===== src/rtl/sticky_rr_arbiter_pkg.sv =====
// Shared sizing helpers for the arbiter family: log2 and the width of an
// encoded grant / saturating counter.
package sticky_rr_arbiter_pkg;

    function automatic int clog2(input int v);
        int r;
        r = 0;
        while ((1 << r) < v) r++;
        return r;
    endfunction

    // Encoded grant width, never narrower than one bit.
    function automatic int gnt_width(input int n);
        return (clog2(n) < 1) ? 1 : clog2(n);
    endfunction

    // Width of a counter that must reach max_val.
    function automatic int hold_width(input int max_val);
        return gnt_width(max_val + 1);
    endfunction

endpackage


===== src/rtl/sticky_rr_arbiter_rr_pick.sv =====
// Wrap-around priority scan: first line set in req & mask, starting at ptr and
// rotating through ptr+1, ... modulo NR.
module rr_pick
    import sticky_rr_arbiter_pkg::*;
#(
    parameter int  NR = 4,
    localparam int EW = gnt_width(NR)
) (
    input  logic [NR-1:0] req,
    input  logic [EW-1:0] ptr,
    input  logic [NR-1:0] mask,
    output logic          found,
    output logic [EW-1:0] idx
);

    localparam logic [EW:0] NR_W = (EW+1)'(NR);

    logic [NR-1:0]   elig;
    logic [NR-1:0]   win;
    logic [2*NR-1:0] dbl;
    logic [EW:0]     pos;

    // Doubling the vector turns the wrap-around scan into a plain right shift.
    assign elig = req & mask;
    assign dbl  = {elig, elig};
    assign win  = NR'(dbl >> ptr);

    always_comb begin
        found = 1'b0;
        pos   = '0;
        for (int i = NR - 1; i >= 0; i--) begin
            if (win[i]) begin
                found = 1'b1;
                pos   = {1'b0, ptr} + (EW+1)'(i);
            end
        end
        if (pos >= NR_W) pos = pos - NR_W;
        idx = pos[EW-1:0];
    end

endmodule


===== src/rtl/sticky_rr_arbiter.sv =====
// NR-way round-robin arbiter with sticky grants: the current owner keeps the
// grant while requesting, up to MAX_HOLD grants when others are waiting.
module sticky_rr_arbiter
    import sticky_rr_arbiter_pkg::*;
#(
    parameter int  NR       = 4,
    parameter int  MAX_HOLD = 4,
    localparam int EW       = gnt_width(NR)
) (
    input  logic          clk,
    input  logic          reset,
    input  logic [NR-1:0] req,
    input  logic          stall,
    output logic [NR-1:0] vgnt,
    output logic [EW-1:0] egnt,
    output logic          eval
);

    localparam int            HW         = hold_width(MAX_HOLD);
    localparam logic [HW-1:0] MAX_HOLD_W = HW'(MAX_HOLD);
    localparam logic [EW-1:0] LAST_IDX   = EW'(NR - 1);

    logic [EW-1:0] last_gnt_q, last_gnt_d;
    logic          last_vld_q, last_vld_d;
    logic [HW-1:0] hold_cnt_q, hold_cnt_d;
    logic [EW-1:0] ptr_q,      ptr_d;

    logic [NR-1:0] last_oh;
    logic [NR-1:0] scan_mask;
    logic          others;
    logic          limit_hit;
    logic          sticky;
    logic          pick_found;
    logic [EW-1:0] pick_idx;
    logic [EW-1:0] sel;

    always_comb begin
        last_oh = NR'(1) << last_gnt_q;
        others  = |(req & ~last_oh);
        if (MAX_HOLD == 0) limit_hit = 1'b0;
        else               limit_hit = (hold_cnt_q == MAX_HOLD_W);
        sticky  = last_vld_q && |(req & last_oh) && (!limit_hit || !others);
        // An owner at its limit is skipped; as sole requester it stays sticky.
        scan_mask = (last_vld_q && limit_hit) ? ~last_oh : '1;
    end

    rr_pick #(.NR(NR)) u_pick (
        .req   (req),
        .ptr   (ptr_q),
        .mask  (scan_mask),
        .found (pick_found),
        .idx   (pick_idx)
    );

    always_comb begin
        sel  = sticky ? last_gnt_q : pick_idx;
        eval = !reset && !stall && (sticky || pick_found);
        egnt = eval ? sel : '0;
        vgnt = eval ? (NR'(1) << sel) : '0;
    end

    always_comb begin
        last_gnt_d = last_gnt_q;
        last_vld_d = last_vld_q;
        hold_cnt_d = hold_cnt_q;
        ptr_d      = ptr_q;
        if (!stall) begin
            last_vld_d = eval;
            if (eval) begin
                last_gnt_d = sel;
                ptr_d      = (sel == LAST_IDX) ? '0 : sel + EW'(1);
                if (!last_vld_q || sel != last_gnt_q)
                    hold_cnt_d = HW'(1);
                else if (MAX_HOLD != 0 && hold_cnt_q != MAX_HOLD_W)
                    hold_cnt_d = hold_cnt_q + HW'(1);
            end
        end
    end

    always_ff @(posedge clk or posedge reset) begin
        if (reset) begin
            last_gnt_q <= '0;
            last_vld_q <= 1'b0;
            hold_cnt_q <= '0;
            ptr_q      <= '0;
        end else begin
            last_gnt_q <= last_gnt_d;
            last_vld_q <= last_vld_d;
            hold_cnt_q <= hold_cnt_d;
            ptr_q      <= ptr_d;
        end
    end

endmodule

===== config.mk =====
export PLATFORM = sky130hd
export DESIGN_NAME = sticky_rr_arbiter
export DESIGN_NICKNAME = d
export VERILOG_FILES = /design/src/rtl/sticky_rr_arbiter_pkg.sv /design/src/rtl/sticky_rr_arbiter_rr_pick.sv /design/src/rtl/sticky_rr_arbiter.sv
export SDC_FILE = /design/constraint.sdc
export NUM_CORES = 1
export LEC_CHECK = 0
export CAP_MARGIN = 20
export CORE_MARGIN = 1
export CORE_UTILIZATION = 51
export DETAILED_ROUTE_END_ITERATION = 7
export GPL_TIMING_DRIVEN = 0
export HOLD_SLACK_MARGIN = 0.05
export PLACE_DENSITY = 0.83
export SYNTH_ARGS = -nofsm -noshare
export SYNTH_HDL_FRONTEND = slang
export SYNTH_HIERARCHICAL = 1
export SYNTH_SLANG_ARGS = --single-unit

===== constraint.sdc =====
create_clock -name clk -period 3.1 [get_ports clk]
set_input_delay 0.31 -clock clk [delete_from_list [all_inputs] [get_ports clk]]
set_output_delay 0.31 -clock clk [all_outputs]
set_load 0.01 [all_outputs]

After elaboration in Yosys (flattened, before gate mapping)
Index checks and enable logic that the tools add are counted.
{"block": "word_totals", "register_bits": 8, "word_cells": 57}
{"block": "op_classes", "n_addsub": 6, "magnitude_cmp": 1, "n_reduce_logical": 18, "n_bitwise": 5, "mux": 16, "eq_ne": 4, "shift": 3}
{"operator": "$mux 3", "n": 6}
{"operator": "$and 4x4->4", "n": 3}
{"operator": "$mux 2", "n": 4}
{"operator": "$mux 4", "n": 2}
{"operator": "$reduce_or 4->1", "n": 2}
{"operator": "$shl 1x2->4 const A", "n": 2}
{"operator": "$shr 8x2->4", "n": 1}
{"operator": "$add 2x2->3 const B", "n": 2}
{"operator": "$logic_and 1x1->1", "n": 5}
{"operator": "$logic_not 1->1", "n": 5}
{"operator": "$mux 1", "n": 4}
{"operator": "$not 4->4", "n": 1}
{"operator": "$add 2x1->3 const B", "n": 1}
{"operator": "$add 3x1->3 const B", "n": 1}
{"operator": "$eq 3x3->1 const B", "n": 1}
{"operator": "$ge 3x3->1 const B", "n": 1}
{"operator": "$logic_or 1x1->1", "n": 3}
{"operator": "$ne 3x3->1 const B", "n": 1}
{"operator": "$reduce_and 3->1", "n": 1}
{"operator": "$add 2x1->2 const B", "n": 1}
{"operator": "$eq 2x2->1 const B", "n": 1}
{"operator": "$ne 2x2->1", "n": 1}
{"operator": "$reduce_and 2->1", "n": 1}
{"operator": "$reduce_bool 2->1", "n": 1}
{"operator": "other kinds (2)", "n": 2}

Logic depth before layout (Yosys ltp)
{"block": "depth", "depth_word": 16, "mapped_depth": 14}

Modules after synthesis
Netlist, hierarchy kept.
{"mod": "sticky_rr_arbiter", "cells_each": 76, "area_per_inst_um2": 701.9, "n_inst": 1}
{"mod": "rr_pick", "cells_each": 14, "area_per_inst_um2": 96.3, "n_inst": 1}

Worst setup path before layout
No wires, ideal clock.
{"block": "synth_timing", "kind": "register -> output", "from": "reg hold_cnt_q[0]", "to": "out vgnt[0]", "arrival_time_ns": 2.554, "stages_incl_launch_ff": 13, "path_buffers": 0, "slack_ns": 0.236, "cell_sequence": "dfrtp_1 -> inv_1 -> ha_1 -> and2_1 -> nand2_1 -> or3_1 -> and3b_1 -> a311o_1 -> a22oi_2 -> mux2_2 -> inv_1 -> ha_1 -> and2_1"}
{"block": "synth_between", "elab_chain_cells": 14, "word_cells_on_any_way": 24, "classes_between": "add/sub: 1; order compare: 1; eq/ne: 1; shift: 2; mux: 12; bitwise: 1; reduce/logical: 6"}
{"element": "start, declared", "line": "sticky_rr_arbiter.sv:25", "rtl": "logic [HW-1:0] hold_cnt_q, hold_cnt_d;"}
{"element": "start signal, assigned", "line": "sticky_rr_arbiter.sv:89", "rtl": "hold_cnt_q <= hold_cnt_d;"}
{"element": "$eq 3x3->1 (*)", "line": "sticky_rr_arbiter.sv:41", "rtl": "else limit_hit = (hold_cnt_q == MAX_HOLD_W);"}
{"element": "$logic_and 1x1->1 (*)", "line": "sticky_rr_arbiter.sv:44", "rtl": "scan_mask = (last_vld_q && limit_hit) ? ~last_oh : '1;"}
{"element": "$mux 4 (*)", "line": "sticky_rr_arbiter.sv:44"}
{"element": "net scan_mask[0]", "line": "sticky_rr_arbiter.sv:29", "rtl": "logic [NR-1:0] scan_mask;"}
{"element": "$and 4x4->4 (*)", "line": "sticky_rr_arbiter_rr_pick.sv:24", "rtl": "assign elig = req & mask;"}
{"element": "$shr 8x2->4 (*)", "line": "sticky_rr_arbiter_rr_pick.sv:26", "rtl": "assign win = NR'(dbl >> ptr);"}
{"element": "$mux 3 (3 in series)", "line": "sticky_rr_arbiter_rr_pick.sv:32", "rtl": "if (win[i]) begin"}
{"element": "$mux 3 (*)", "line": "sticky_rr_arbiter_rr_pick.sv:32"}
{"element": "$ge 3x3->1 / $sub 2x1->2 (equally long branches)", "line": "sticky_rr_arbiter_rr_pick.sv:37", "rtl": "if (pos >= NR_W) pos = pos - NR_W;"}
{"element": "$mux 2 (*)", "line": "sticky_rr_arbiter_rr_pick.sv:37"}
{"element": "net pick_idx[0]", "line": "sticky_rr_arbiter.sv:34", "rtl": "logic [EW-1:0] pick_idx;"}
{"element": "$mux 2 (*)", "line": "sticky_rr_arbiter.sv:56", "rtl": "sel = sticky ? last_gnt_q : pick_idx;"}
{"element": "net sel[0]", "line": "sticky_rr_arbiter.sv:35", "rtl": "logic [EW-1:0] sel;"}
{"element": "$shl 1x2->4 (*)", "line": "sticky_rr_arbiter.sv:59", "rtl": "vgnt = eval ? (NR'(1) << sel) : '0;"}
{"element": "$mux 4 (*)", "line": "sticky_rr_arbiter.sv:59"}
{"element": "end, declared", "line": "sticky_rr_arbiter.sv:14", "rtl": "output logic [NR-1:0] vgnt,"}
Mark *: on every way through the listed nets, which the timed path passes. The rest lies on a longest branch.

Final worst setup path
{"block": "layout_timing", "from": "reg hold_cnt_q[0]", "to": "out vgnt[2]"}
The elaborated chain is that of the path after synthesis.

==> metrics.txt <==
area leader, netlist=dfrtp_1; final wirelength=2170 µm; R2R cell count=16; Mapped Avg Cell Area=8.87 µm²; total CTS buffers=3; CP endpoint kind=primary output; Yosys top cell area share=0.251; DR vias/cell=6.12; Max Cap Violations=0; Clock Path Buffers=2; crit path cell chain=inv_2, ha_4, and2_4, nand2_4, or3_4, and3b_1, a311o_1, a22oi_2, mux2_4, inv_2, ha_2, and2_1, buf_2; Die W=41.6 µm; Worst-path clk slew=0.05 ns; RSZ-0062 raised after global routing=true; Critical Path Stages=13; slowest CP cell=dfrtp_1; H-tree depth=1; Ant. Diodes=0; required time worst endpoint=2.79 ns; yosys warns=6; worst slack at placement=-0.471 ns; Final setup viols=0; Initial Utilization=0.577; Syn Nets=103; Hold Vio Cnt, Final=0; slew at the pin closest to its max-slew limit=0.295 ns; sequential area share after synthesis=0.251; Peak VDD IR=0.000433 V; via count=832; period utilization=0.999; Core Util, Final=0.798; initial antenna violation count=0; total track usage=0.243; number of buffers added on ports=13; nets@finish=136; most frequent cells in the layout=buf_4, nand2_1, dfrtp_1; Cell Rows=13; critical path type=reg -> out; Die ar.=1730 µm²; layout cells sized above 1=0.405; Post-synth EDFFs=0; setup tns final=0 ns; Most used DFF post-synth=dfrtp_1; DR WL/cell=16.0 µm; DR iter-0 viols=23; crit-path max FO=3; CP arrival=2.79 ns; IO Pins=14; Tmin final=3.10 ns; cell count after synthesis=90; DRC Markers=0; placer's final routability congestion estimate=0.813; Hold Path Class=in -> async; vias in the first global route=774; hpwl dp=1270 µm; cell area after synthesis=798 µm²; fillers=88; Routed Antenna Nets=0; synth unique cells=36; clk sinks=8; worst path bufs/invs=3; Leak=0.531 nW; area delta synth->final=38.2%; worst setup margin=0.00408 ns; Post-synth ARST share=1.00; DRT Pass-1 Iters=4; slowest stage delay, CP=0.38 ns; PD cells=753 nW/µm²; delay-heaviest family, CP=simple AND/OR/NAND/NOR gates; Min Hold Slack=0.366 ns; Root Driver=clkbuf_4; most used cell along the critical path=inv_2; Final Power=0.831 mW; Remaining Overflow, GRT=0; skew final=0.00118 ns; # hold bufs at CTS=0; TritonCTS clock tree=done; global-route wire length before repair=3280 µm; status=finished clean; CP startpoint kind=flop; commonest non-fill, non-tap cell in the layout=buf_4; Clock Latency Late Sink=0.24 ns; pin count of the biggest net entering global routing=11; final slew viol count=0; f_max=323 MHz; die height=41.6 µm; max_slew headroom=0.803; #FFs+latches synth=8; Core Area=1380 µm²; Synth area leaders=dfrtp_1, ha_1, mux2_2
[final timing paths]
| kind | startpoint | end | slack (ns) |
|---|---|---|---|
| max in group asynchronous | reset | hold_cnt_q[0]$_DFFE_PP0P_ | 2.52 |
| min in group clk | ptr_q[0]$_DFFE_PP0P_ | ptr_q[0]$_DFFE_PP0P_ | 0.58 |
| setup / recovery | hold_cnt_q[0]$_DFFE_PP0P_ | vgnt[2] | 0.004 |
| hold reg to reg | ptr_q[0]$_DFFE_PP0P_ | ptr_q[0]$_DFFE_PP0P_ | 0.58 |
| hold / removal | reset | last_gnt_q[1]$_DFFE_PP0P_ | 0.37 |
| setup reg to reg | hold_cnt_q[0]$_DFFE_PP0P_ | hold_cnt_q[1]$_DFFE_PP0P_ | 0.06 |
[power breakdown]
group	internal, mW	switching, mW	total, mW
logic	0.288	0.276	0.564
registers	0.148	0.0453	0.193
clock network	0.0440	0.0303	0.0742
[per-layer routing]
metal | global-route usage | wire [µm]
met1 | 0.289 | 887
met2 | 0.409 | 1070
met3 | 0.0609 | 201
met4 | 0.110 | 6
met5 | 0 | 0
[repair_timing]
| action | in CTS | in global routing |
|---|---|---|
| resized for setup | 25 | 14 |
| setup buffers | 10 | 5 |
| pin swaps | 4 | 6 |
| setup endpoints to repair | 7 | 7 |
[registers in the layout, summed over array words and instances (netlist names)]
signal and cells:
last_gnt_q 2, ptr_q 2, last_vld_q 1, hold_cnt_q 3
[cell type report]
class	count	area, µm²	area share
repair buffers	28	216	0.196
well taps	15	18.8	0.0170
multi-input cells	74	603	0.546
clock buffers	3	22.5	0.0204
inverters	5	18.8	0.0170
plain buffers	3	23.8	0.0215
flip-flops and latches	8	200	0.181
[cell usage after synthesis (2+ instances only)]
master,instances
nor2_1,8
and2_1,6
mux2i_1,2
a21oi_1,6
nor3_1,2
a32o_1,2
dfrtp_1,8
ha_1,6
inv_1,5
mux2_2,5
nand2_1,13
o221ai_1,2
xor2_1,2
[metrics by stage]
stage,std cells,area [µm²]
floorplan,90,798
global placement,118,947
detailed placement,118,947
CTS,131,1070
global route,136,1100
finish,136,1100
[cell families after synthesis]
group | share of synthesized area
flip-flops | 0.251
AO/OA/AOI/OAI | 0.230
adder cells (fa/ha/maj) | 0.0940
AND/OR/NAND/NOR | 0.226
buffers and inverters | 0.0533
XOR/XNOR | 0.0219
multiplexers | 0.124
No activity file was read; power rests on OpenSTA's default activity.
